### src/rtl/chan_rd_pkg.sv
// chan_rd_pkg: shared types for the channel FIFO reader
package chan_rd_pkg;
   localparam int C_WORD_W = 16;
   typedef enum logic [1:0] {IDLE, HEADER, PAYLOAD, WAIT_EOP} t_ChanRdState;
   typedef struct packed {
      logic [C_WORD_W-1:0] data;
      logic                sop;
      logic                eop;
   } t_StreamWord;
endpackage

### src/rtl/chan_rd_skid.sv
// chan_rd_skid: two-entry word buffer absorbing the one-cycle channel FIFO read latency
module chan_rd_skid
   import chan_rd_pkg::*;
(
   input  logic        clk,
   input  logic        i_Reset,
   input  logic        i_Push,
   input  t_StreamWord i_Word,
   input  logic        i_Pop,
   output t_StreamWord o_Head,
   output logic        o_Valid,
   output logic [1:0]  o_Occupancy
);
   t_StreamWord mem [2];
   logic        wrPtr, rdPtr, doPop;
   assign o_Valid = o_Occupancy != 2'd0;
   assign doPop   = i_Pop & o_Valid;
   assign o_Head  = mem[rdPtr];
   always_ff @(posedge clk) begin
      if (i_Reset) begin
         mem         <= '{default: '0};
         wrPtr       <= 1'b0;
         rdPtr       <= 1'b0;
         o_Occupancy <= 2'd0;
      end else begin
         if (i_Push) begin
            mem[wrPtr] <= i_Word;
            wrPtr      <= !wrPtr;
         end
         if (doPop) rdPtr <= !rdPtr;
         o_Occupancy <= o_Occupancy + 2'(i_Push) - 2'(doPop);
      end
   end
endmodule

### src/rtl/channel_fifo_reader.sv
// channel_fifo_reader: drains fixed-length channel events and re-emits them as a framed valid/ready stream
module channel_fifo_reader
   import chan_rd_pkg::*;
#(
   parameter int g_ChannelId  = 15,
   parameter int g_EventWords = 16
) (
   input  logic                clk,
   input  logic                i_Reset,
   input  logic                i_MasterEnable,
   input  logic                i_FifoEmpty,
   input  logic [C_WORD_W-1:0] i_FifoData,
   output logic                o_FifoRead,
   output logic [C_WORD_W-1:0] o_Data,
   output logic                o_Valid,
   input  logic                i_Ready,
   output logic                o_Sop,
   output logic                o_Eop,
   output logic                o_HeaderError,
   output logic [15:0]         o_EventCount,
   output logic                o_Busy
);
   localparam logic [7:0] C_ID   = 8'(g_ChannelId);
   localparam logic [7:0] C_LAST = 8'(g_EventWords - 1);
   t_ChanRdState state, nextState;
   t_StreamWord  head, pushWord;
   logic [7:0]   wordCnt;
   logic [1:0]   occ;
   logic         inFlight, push, pop, match, fetchLeft;
   assign pop    = o_Valid & i_Ready;
   assign match  = i_FifoData[7:0] == C_ID;
   assign o_Data = head.data;
   assign o_Sop  = head.sop;
   assign o_Eop  = head.eop;
   assign o_Busy = state != IDLE;
   // Occupancy after this cycle's pop plus the word returning now must leave room for the new read
   assign o_FifoRead = !i_Reset && !i_FifoEmpty && fetchLeft &&
                       ((3'(occ) + 3'(inFlight) - 3'(pop)) < 3'd2);
   always_comb begin
      nextState = state;
      push      = 1'b0;
      fetchLeft = 1'b0;
      pushWord  = '{data: i_FifoData, sop: 1'b0, eop: 1'b0};
      case (state)
         IDLE: if (i_MasterEnable && !i_FifoEmpty) nextState = HEADER;
         HEADER: begin
            fetchLeft = 1'b1;
            if (inFlight && match) begin
               push         = 1'b1;
               pushWord.sop = 1'b1;
               nextState    = PAYLOAD;
            end else if (!inFlight && i_FifoEmpty) nextState = IDLE;
         end
         PAYLOAD: begin
            fetchLeft = (9'(wordCnt) + 9'(inFlight)) < 9'(g_EventWords);
            if (inFlight) begin
               push         = 1'b1;
               pushWord.eop = wordCnt == C_LAST;
               if (wordCnt == C_LAST) nextState = WAIT_EOP;
            end
         end
         WAIT_EOP: if (pop && head.eop) nextState = IDLE;
         default: nextState = IDLE;
      endcase
   end
   always_ff @(posedge clk) begin
      if (i_Reset) begin
         state         <= IDLE;
         inFlight      <= 1'b0;
         wordCnt       <= 8'd0;
         o_HeaderError <= 1'b0;
         o_EventCount  <= 16'd0;
      end else begin
         state         <= nextState;
         inFlight      <= o_FifoRead;
         wordCnt       <= (state == HEADER) ? 8'd1 : wordCnt + 8'(push);
         o_HeaderError <= state == HEADER && inFlight && !match;
         o_EventCount  <= o_EventCount + 16'(pop && head.eop);
      end
   end
   chan_rd_skid u_skid (
      .clk         (clk),
      .i_Reset     (i_Reset),
      .i_Push      (push),
      .i_Word      (pushWord),
      .i_Pop       (pop),
      .o_Head      (head),
      .o_Valid     (o_Valid),
      .o_Occupancy (occ)
   );
endmodule
### config.mk
export PLATFORM = sky130hd
export DESIGN_NAME = channel_fifo_reader
export DESIGN_NICKNAME = d
export VERILOG_FILES = /design/src/rtl/chan_rd_pkg.sv /design/src/rtl/chan_rd_skid.sv /design/src/rtl/channel_fifo_reader.sv
export SDC_FILE = /design/constraint.sdc
export NUM_CORES = 1
export LEC_CHECK = 0
export CORE_ASPECT_RATIO = 1.75
export CORE_MARGIN = 2
export CORE_UTILIZATION = 55
export DETAILED_ROUTE_END_ITERATION = 10
export PLACE_DENSITY = 0.84
export SETUP_SLACK_MARGIN = 0.4
export SLEW_MARGIN = 0
export SYNTH_ARGS = -nofsm -noshare
export SYNTH_HDL_FRONTEND = slang
export SYNTH_SLANG_ARGS = --single-unit
export TNS_END_PERCENT = 50
### constraint.sdc
create_clock -name clk -period 5.25 [get_ports clk]
set_clock_uncertainty 0.1 [all_clocks]
set_input_delay 0.525 -clock clk [delete_from_list [all_inputs] [get_ports clk]]
set_output_delay 0.525 -clock clk [all_outputs]
set_load 0.01 [all_outputs]
-- Word level (Yosys, flattened, before mapping)
Cells that the tools add are included.
- muxes and demuxes: 21
- equality and inequality tests: 10
- magnitude comparators: 5
- add/sub/neg operators: 7
- bitwise gates (word level): 4
- reductions and logical operators: 21
- operators with widths (kind ; count):
    18-bit 2-to-1 mux ; 4
    36-bit bitwise mux ; 1
    18-bit demux with 1-bit select ; 1
    16-bit by 1-bit adder with 16-bit output ; 1
    8-bit by 4-bit equality test with 1-bit output (second input constant) ; 2
    2-bit 2-to-1 mux ; 6
    1-bit logical AND ; 10
    8-bit by 1-bit adder with 9-bit output ; 1
    9-bit by 5-bit < comparator with 1-bit output (second input constant) ; 1
    8-bit by 1-bit adder with 8-bit output ; 1
    2-bit inequality test (second input constant) ; 4
    2-bit one-hot mux with 4 select lines ; 1
    1-bit logical NOT ; 6
    1-bit 2-to-1 mux ; 6
    5-bit AND reduction ; 1
    2-bit equality test (second input constant) ; 2
    2-bit greater-or-equal comparator (second input constant) ; 2
    1-bit NOT with 2-bit output ; 2
    1-bit one-hot mux with 2 select lines ; 2
    2-bit nonzero test ; 2
    2-bit by 1-bit adder with 3-bit output ; 1
    3-bit by 2-bit < comparator with 1-bit output (second input constant) ; 1
    3-bit inequality test (second input constant) ; 1
    3-bit by 1-bit subtractor with 3-bit output ; 1
    7 further kinds ; 8
- register bits after elaboration: 68
- output and inout port bits: 38
- input port bits: 21

-- Depth between registers and ports, before layout
Gate-level depths: netlist of run 1.
- depth after elaboration: 7
- depth in mapped cells: 10
- mapped depth without buffers: 10

-- Modules after synthesis
Synthesis of run 1 repeated with hierarchy kept, for this count alone.
- cells, all modules: 357
- area, all modules: 3243.1 um^2
- modules (own cells, without submodules) (module ; times used ; seq. area each (um^2) ; cells an instance ; area an instance (um^2)):
    chan_rd_skid ; 1 ; 800.8 ; 198 ; 1853.0
    channel_fifo_reader ; 1 ; 560.5 ; 159 ; 1390.1

-- Worst setup path before layout of run 1
Ideal clock, no wire load.
- kind: input to output
- from: input i_Ready
- to: output o_FifoRead
- cell stages on the path: 7
- path slack: 2.104 ns
- path buffers: 0
- arrival time: 2.521 ns
- required time: 4.625 ns
- cell sequence: o21ai_0 -> inv_1 -> ha_1 -> nor2b_1 -> fa_1 -> or4b_2 -> nor3_1
- word-level cells in the longest chain between the ends: 4
- ends and longest elaborated chain (what ; RTL line ; source):
    from (decl) ; channel_fifo_reader.sv:16 ; input logic i_Ready,
    1-bit bitwise AND ; channel_fifo_reader.sv:30 ; assign pop = o_Valid & i_Ready;
    3-bit by 1-bit subtractor with 3-bit output ; channel_fifo_reader.sv:38 ; ((3'(occ) + 3'(inFlight) - 3'(pop)) < 3'd2);
    3-bit by 2-bit < comparator with 1-bit output ; channel_fifo_reader.sv:38 ;
    1-bit logical AND ; channel_fifo_reader.sv:37 ; assign o_FifoRead = !i_Reset && !i_FifoEmpty && fetchLeft &&
    to (decl) ; channel_fifo_reader.sv:13 ; output logic o_FifoRead,
No other way between the ends.

-- Worst setup path after layout of run 1
Ends and elaborated chain as after synthesis.

==> qor.yml, run 1 <==
status:
  status: "completed"
route:
  num_vias: 2276
  drt-total-wl_mm: 5.88
  first_iter_violations: 69
  routed_via_density: 5.08
  ant_nets: 0
  drc_errors: 0
  wire_per_inst_um: 13.1
  firstDrtPassIters: 4
synth:
  synth-seq-cells: 68
  synthesis.area_um2: 3040
  ys_types: 36
  synth_warnings: 0
  syn_nets: 346
  avgSynthCellArea_um2: 9.73
  synthCells: 313
  yosysSeqAreaShare_pct: 44.7
worst_setup_path:
  r2r-end: "o_EventCount[14]"
  ff2ff_setup_slack_ns: 2.27
  end_kind: "output port"
  critPathRequiredTime_ns: 4.62
  reg2reg_depth: 9
  cp-start-kind: "primary input"
  cp.arrival_ns: 3.48
  critical_path_class: "in -> out"
  critPathMaxFanout: 4
  rr_startpoint: "u_skid.rdPtr"
timing:
  tightest_slew_ns: 1.12
  finalSetupViolCount: 0
  rsz0062_at_grt: "no"
  setup_ws_ns: 1.15
  finalHoldViolations: 0
  holdWs_ns: 0.375
  period_needed_ns: 4.10
  setup_tns_ns: 0
  relSlewSlack_pct: 25.1
  fin_crit_sh_pct: 78.2
  timing.fmax_mhz: 244
  drv_slew: 0
floorplanning:
  die_h_um: 102
  rows: 35
  num_io_pins: 59
  dieArea_um2: 6170
  initial_core_util_pct: 57.4
  coreArea_um2: 5300
  dieWidth_um: 60.2
place:
  gp_congestion: 0.890
  pre_cts_slack_ns: 1.13
  placed_area_um2: 3650
  dp_hpwl_mm: 4.24
  io_buffers: 58
power_and_ir_drop:
  power_frac_seq_pct: 55.0
  powerDensity_nw_per_um2: 248
  clkPwrFrac_pct: 39.6
  totalPowerFinal_uw: 946
  peakVddDrop_mv: 0.193
  p_sw_share_pct: 23.4
  p_sw_uw: 222
  p_leak_nw: 1.43
  comb_power_share_pct: 5.4
  p_int_uw: 724
global_routing:
  grt_first_pass_wirelength_mm: 9.92
  track_usage_pct: 21.3
  antenna_found_initial: 0
  grt_pass1_vias: 2262
  grt_max_degree: 63
  grt_remaining_overflow: 0
worst_hold_path:
  min_to: "u_skid.mem[19]"
  min_from: "u_skid.mem[19]"
  whs_path_depth: 2
  hold_path_class: "reg -> reg"
clock_network:
  cts_buffer_depth: 2
  cts_inserted_buffers: 9
  cts.sinks: 68
  cts_tree: "yes"
  cts_root_buffer: "clkbuf_8"
  h-tree-depth: 3
  cts-resized-gates: 0
  hold_buffers: 0
  clk_pin_slew_worst_paths_ns: 0.07
  clock_latency_ns: 0.34
  post_cts_buffers: 0
final_layout:
  final_common_cell: "dfxtp_1"
  nets: 403
  n_antenna_cell: 0
  final_cell_mix: "68 x dfxtp_1, 67 x nor2_1, 57 x clkdlybuf4s50_1"
  final_area_um2: 3820
  final_layout_size_suffix_gt1_share_pct: 10.4
  area_delta_synth_final_pct: 25.5
run:
  cap_violations: 0
==> worst max path at each step <==
stage	from	endpoint	cells after the start
global placement	i_Ready	o_FifoRead	9
detailed placement	i_Ready	o_FifoRead	9
floorplan	i_Ready	o_FifoRead	7
finish	i_Ready	o_FifoRead	9
CTS	i_Ready	o_FifoRead	9
global route	u_skid.o_Occupancy[1]	o_FifoRead	8
==> worst max-delay path: stages <==
cell and delay, ns:
clkdlybuf4s50_1 0.39, o21ai_0 0.20, inv_1 0.10, ha_1 0.30, nor2b_1 0.15, fa_1 0.42
or4b_2 0.64, nor3_1 0.20, clkdlybuf4s50_1 0.56
==> state kept, by name (all words and copies together) (netlist names), named ones only <==
name,cells
inFlight,1
o_EventCount,16
o_HeaderError,1
state,1
u_skid.mem,36
u_skid.o_Occupancy,2
u_skid.rdPtr,1
u_skid.wrPtr,1
wordCnt,8
==> per-stage QoR <==
stage / util [%] / instances
after floorplan: - / 313
after global placement: 68.9 / 433
after detailed placement: 68.9 / 433
after CTS: 72.1 / 448
after global routing: 72.1 / 448
final: 72.1 / 448
==> synth_stat cells, drive strengths merged <==
cell    number  area (um^2)
inv         13         48.8
mux2        17          191
or4          1         7.51
xor2        14          123
fa           1         20.0
xnor2       10         87.6
clkbuf       8         30.0
or4b         1         10.0
buf          6         57.6
mux2i       38          380
nand2       11         41.3
dfxtp       68         1360
nor4         2         12.5
nor3         5         30.0
a31oi        1         6.26
nor2        67          251
a311oi       1         8.76
ha          11          138
o211a        1         10.0
nand4        3         18.8
nand3       11         55.1
or2          2         12.5
o31a         1         8.76
and3         4         25.0
o32a         1         10.0
a21oi        1         5.00
nor2b        5         31.3
nor3b        2         20.0
and4         1         8.76
o21ai        3         15.0
nand2b       3         18.8
==> kinds of logic (layout without fill, tap and decap cells) <==
kind of cell	Yosys count	count (layout)	synth area share (%)
muxes	55	55	18.8
and+or+nand+nor	118	118	17.8
DFF	68	68	44.7
adders and majority gates	12	12	5.18
buffers and inverters	27	88	4.48
xor gates and xnor gates	24	24	6.91
AOI/OAI and AO/OA	9	9	2.10
==> area by class of cell <==
cell class              instances  area, um^2
well taps                      74        92.6
fillers                       391        1480
repair buffers                 60         591
flip-flops and latches         68        1360
inverters                      13        48.8
clock inverters                 4        26.3
multi-input cells             218        1560
clock buffers                  11         141
==> power by group through the flow <==
stage | registers (mW) | clock network, mW | logic, mW
after floorplan | 0.532 | 0 | 0.0248
after global placement | 0.532 | 0 | 0.0505
after detailed placement | 0.532 | 0 | 0.0508
after CTS | 0.520 | 0.382 | 0.0512
after global routing | 0.521 | 0.399 | 0.0564
final | 0.520 | 0.374 | 0.0511
==> metal layers <==
metal	vias to the layer above	part of all wire, %	global-route usage [%]	routed length (um)
met5	-	0	0	0
met3	11	3.0	4.43	179
li1	1152	-	-	-
met4	0	1.9	9.74	110
met2	42	54	38.7	3160
met1	1071	41	22.7	2430
(Power assumes the default switching activity.)
==> run 2, diff against run 1 <==
- CORE_UTILIZATION: 55 -> 51
- PLACE_DENSITY: 0.84 -> 0.79
- clock period: 5.25 -> 4.2 ns (I/O delays scaled with it)
==> qor.yml, run 2 (synthesized netlist as in run 1, its figures left out) <==
power_and_ir_drop:
  peakVddDrop_mv: 0.290
  powerDensity_nw_per_um2: 318
  p_leak_nw: 1.47
worst_setup_path:
  cp_top_family: "simple AND/OR/NAND/NOR gates"
  ff2ff_setup_slack_ns: 1.75
  critical_path_class: "in -> out"
  path_buf_inv: 3
  r2r-end: "inFlight"
  crit_chain: "clkdlybuf4s50_1 -> o21ai_1 -> inv_1 -> ha_1 -> nor2b_1 -> fa_1 -> or4b_2 -> nor3_1 -> dlymetal6s2s_1"
  critPathRequiredTime_ns: 3.68
  cp-start-kind: "primary input"
  max_stage_delay_ns: 0.64
  end_kind: "output port"
  critPathMaxFanout: 2
  crit_slowest_cell: "or4b_2"
  reg2reg_depth: 7
  rr_startpoint: "u_skid.o_Occupancy[1]"
  cp.arrival_ns: 2.87
floorplanning:
  coreArea_um2: 5830
  dieArea_um2: 6630
  rows: 37
  initial_core_util_pct: 52.2
  die_h_um: 106
  num_io_pins: 59
  dieWidth_um: 62.4
route:
  num_vias: 2269
  firstDrtPassIters: 4
  wire_per_inst_um: 12.9
  first_iter_violations: 117
  drc_errors: 0
  routed_via_density: 4.98
  ant_nets: 0
  drt-total-wl_mm: 5.88
run:
  cap_violations: 0
place:
  dp.cells: 440
  pre_cts_slack_ns: 0.408
  dp_hpwl_mm: 4.22
  gp_congestion: 0.801
  placed_area_um2: 3680
  io_buffers: 58
final_layout:
  largest_register: "u_skid.mem"
  final_area_um2: 3870
  final_cell_mix: "68 x dfxtp_1, 67 x nor2_1, 56 x clkdlybuf4s50_1"
  largest_register_ffs: 36
  area_delta_synth_final_pct: 27.3
  final_layout_size_suffix_gt1_share_pct: 11.4
  final_common_cell: "dfxtp_1"
  stdcell_count: 456
  nets: 406
  n_antenna_cell: 0
  reg.largest.list: "u_skid.mem x36, o_EventCount x16, wordCnt x8"
global_routing:
  antenna_found_initial: 0
  grt_remaining_overflow: 0
  grt_pass1_vias: 2250
  use_met3_pct: 5.08
  met2_usage_pct: 34.3
  grtUsageMet1_pct: 20.4
  grt_max_degree: 63
  busiest_layer: "met2"
  grt_first_pass_wirelength_mm: 9.95
  track_usage_pct: 19.1
timing:
  drv_slew: 0
  tightest_slew_ns: 0.665
  finalSetupViolCount: 0
  period_needed_ns: 3.39
  relSlewSlack_pct: 55.2
  rsz0062_at_grt: "no"
  timing.fmax_mhz: 295
  setup_tns_ns: 0
  fin_crit_sh_pct: 80.8
  finalHoldViolations: 0
  setup_ws_ns: 0.807
clock_network:
  cts_tree: "yes"
  cts.sinks: 68
  clk_pin_slew_worst_paths_ns: 0.07
  h-tree-depth: 3
  post_cts_buffers: 0
  cts_buffer_depth: 2
  clock_latency_ns: 0.35
  cts-resized-gates: 0
  hold_buffers: 0
  cts_inserted_buffers: 9
  cts_root_buffer: "clkbuf_8"
worst_hold_path:
  min_from: "i_Reset"
  whs_path_depth: 3
  hold_path_class: "in -> reg"
  min_to: "inFlight"
status:
  status: "completed"
run 2: cell count changes in the layout (fill, tap and decap cells not counted):
cell             before  now
buf_4                 2    5
bufinv_16             0    1
clkbuf_8             10    9
clkdlybuf4s50_1      57   56
clkinv_4              1    2
dlymetal6s2s_1        0    1
o21ai_0               3    2
o21ai_1               0    1
run 2: tightest hold or removal path, cell delays in order:
cell    delay [ns]
buf_2         0.12
or4b_2        0.14
nor3_1        0.05
run 2: routing by layer:
metal  up-vias  share of wire (%)
met4         0                2.0
met1      1052                 40
li1       1160                  -
met3         9                4.0
met2        48                 54
met5         -                  0
run 2: report_power, final:
group          leakage [nW]  total [mW]  switching [mW]  internal [mW]
clock network        0.0962       0.519           0.245          0.274
registers             0.548       0.651         0.00306          0.648
logic                 0.829      0.0641          0.0327         0.0314
total                  1.47        1.23           0.281          0.953
run 2: layout make-up:
| type | count | area, um^2 |
|---|---|---|
| tap | 78 | 97.6 |
| clock inverter | 6 | 65.1 |
| fill | 510 | 1960 |
| timing repair buffer | 63 | 616 |
| sequential | 68 | 1360 |
| clock buffer | 10 | 128 |
| multi-input combinational | 218 | 1560 |
| inverter | 13 | 48.8 |
run 2: worst max-delay path by stage:
stage | from | end | slack, ns | cells past startpoint
2_1_floorplan | u_skid.o_Occupancy[1] | o_FifoRead | 1.19 | 7
6_report | i_Ready | o_FifoRead | 0.81 | 9
4_1_cts | i_Ready | o_FifoRead | 0.41 | 9
3_3_place_gp | i_Ready | o_FifoRead | 0.45 | 9
5_1_grt | i_Ready | o_FifoRead | 0.63 | 9
3_5_place_dp | i_Ready | o_FifoRead | 0.41 | 9
run 2: through the flow:
stage / util [%] / hold slack, ns / power, mW
3_3_place_gp: 63.1 / 0.362 / 0.729
4_1_cts: 66.4 / 0.340 / 1.25
2_1_floorplan: - / 0.345 / 0.696
3_5_place_dp: 63.1 / 0.362 / 0.730
5_1_grt: 66.4 / 0.331 / 1.28
6_report: 66.4 / 0.340 / 1.23
==> run 3, diff against run 2 <==
- clock period: 4.2 -> 3.4 ns (I/O delays scaled with it)
==> qor.yml, run 3 (synthesized netlist as in run 1, its figures left out) <==
timing:
  finalSetupViolCount: 0
  tightest_slew_ns: 0.645
  fin_crit_sh_pct: 86.1
  setup_tns_ns: 0
  setup_ws_ns: 0.473
  relSlewSlack_pct: 56.6
  period_needed_ns: 2.93
  finalHoldViolations: 0
  drv_slew: 0
  rsz0062_at_grt: "yes"
  timing.fmax_mhz: 342
  holdWs_ns: 0.267
place:
  dp_hpwl_mm: 4.28
  pre_cts_slack_ns: -0.211
  gp_congestion: 0.789
  io_buffers: 58
global_routing:
  antenna_found_initial: 0
  grt_pass1_vias: 2197
  grt_max_degree: 63
  track_usage_pct: 19.0
  grt_first_pass_wirelength_mm: 9.98
  grt_remaining_overflow: 0
worst_setup_path:
  cp-start-kind: "flop"
  critPathMaxFanout: 2
  cp.arrival_ns: 2.49
  critical_path_class: "reg -> out"
  max_stage_delay_ns: 0.54
  path_buf_inv: 2
  r2r-end: "wordCnt[7]"
  crit_start: "u_skid.o_Occupancy[0]"
  end_kind: "output port"
  critPathRequiredTime_ns: 2.96
  cp_top_family: "simple AND/OR/NAND/NOR gates"
  timing.critical_path.to: "o_FifoRead"
  reg2reg_depth: 9
  ff2ff_setup_slack_ns: 1.03
  rr_startpoint: "state[0]"
  crit_slowest_cell: "or4b_4"
  crit_chain: "o21ai_2 -> inv_2 -> ha_4 -> nor2b_4 -> fa_1 -> or4b_4 -> nor3_2 -> buf_2"
  crit_cells: 8
floorplanning:
  coreArea_um2: 5830
  die_h_um: 106
  num_io_pins: 59
  rows: 37
  initial_core_util_pct: 52.2
  dieWidth_um: 62.4
  dieArea_um2: 6630
final_layout:
  final_cell_mix: "67 x nor2_1, 66 x dfxtp_1, 55 x clkdlybuf4s50_1"
  final_layout_size_suffix_gt1_share_pct: 13.7
  largest_register: "u_skid.mem"
  n_fill_cell: 503
  area_delta_synth_final_pct: 28.0
  reg.largest.list: "u_skid.mem x36, o_EventCount x16, wordCnt x8"
  nets: 408
  n_antenna_cell: 0
  post-route-util_pct: 66.8
  final_common_cell: "nor2_1"
  largest_register_ffs: 36
power_and_ir_drop:
  totalPowerFinal_mw: 1.45
  powerDensity_nw_per_um2: 372
  peakVddDrop_mv: 0.286
  p_leak_nw: 1.46
clock_network:
  cts.sinks: 68
  cts_root_buffer: "clkbuf_8"
  clk_pin_slew_worst_paths_ns: 0.07
  cts_inserted_buffers: 9
  h-tree-depth: 3
  cts_buffer_depth: 2
  clock_latency_ns: 0.34
  cts_tree: "yes"
route:
  routed_via_density: 4.99
  num_vias: 2287
  drc_errors: 0
  drt-total-wl_mm: 5.92
  wire_per_inst_um: 12.9
  ant_nets: 0
  firstDrtPassIters: 4
  first_iter_violations: 80
worst_hold_path:
  hold_path_class: "in -> reg"
status:
  status: "completed"
run:
  cap_violations: 0
run 3: worst min path at each step:
stage,depth (start not counted),endpoint,slack (ns),startpoint
after CTS,3,inFlight,0.26,i_Reset
final,3,inFlight,0.27,i_Reset
after detailed placement,2,u_skid.mem[19],0.37,u_skid.mem[19]
after global routing,3,inFlight,0.27,i_Reset
after global placement,2,u_skid.mem[1],0.36,u_skid.mem[1]
after floorplan,2,u_skid.mem[1],0.35,u_skid.mem[1]
run 3: through the flow:
step                instance area (um^2)  std cells
floorplan                           3040        313
global placement                    3690        441
detailed placement                  3690        441
CTS                                 3860        457
global route                        3900        458
finish                              3900        458
run 3: worst register-to-register path: stages, from the launching register on:
cell and delay, ns:
dfxtp_1 0.40, ha_1 0.25, inv_1 0.09, o31a_1 0.38
nor2_1 0.25, ha_1 0.23, and3_1 0.22, nand3_1 0.11
xor2_1 0.16, nor2_1 0.06
run 3: final cells by class:
type | count | area [um^2] | area share (%)
multi-input cells | 218 | 1590 | 40.8
clock inverters | 4 | 25.0 | 0.642
flip-flops and latches | 68 | 1360 | 35.0
repair buffers | 65 | 626 | 16.1
clock buffers | 12 | 145 | 3.72
well taps | 78 | 97.6 | 2.50
inverters | 13 | 48.8 | 1.25
run 3: per-layer routing:
metal | share of wire (%) | vias up | global-route usage (%)
met3 | 3.3 | 7 | 3.92
met5 | 0 | - | 0
li1 | - | 1163 | -
met4 | 1.8 | 0 | 9.52
met1 | 40 | 1081 | 20.9
met2 | 55 | 36 | 34.0
run 3: power by group:
group | total [mW] | internal [mW] | leakage [nW] | switching, mW
Clock | 0.568 | 0.282 | 0.0824 | 0.285
Combinational | 0.0796 | 0.0389 | 0.830 | 0.0407
Sequential | 0.804 | 0.800 | 0.549 | 0.00370
run 3: repair_timing:
item,CTS,global route
setup buffers,0,1
pin swaps,1,4
hold buffers,0,0
setup endpoints to repair,1,1
resized for setup,8,7
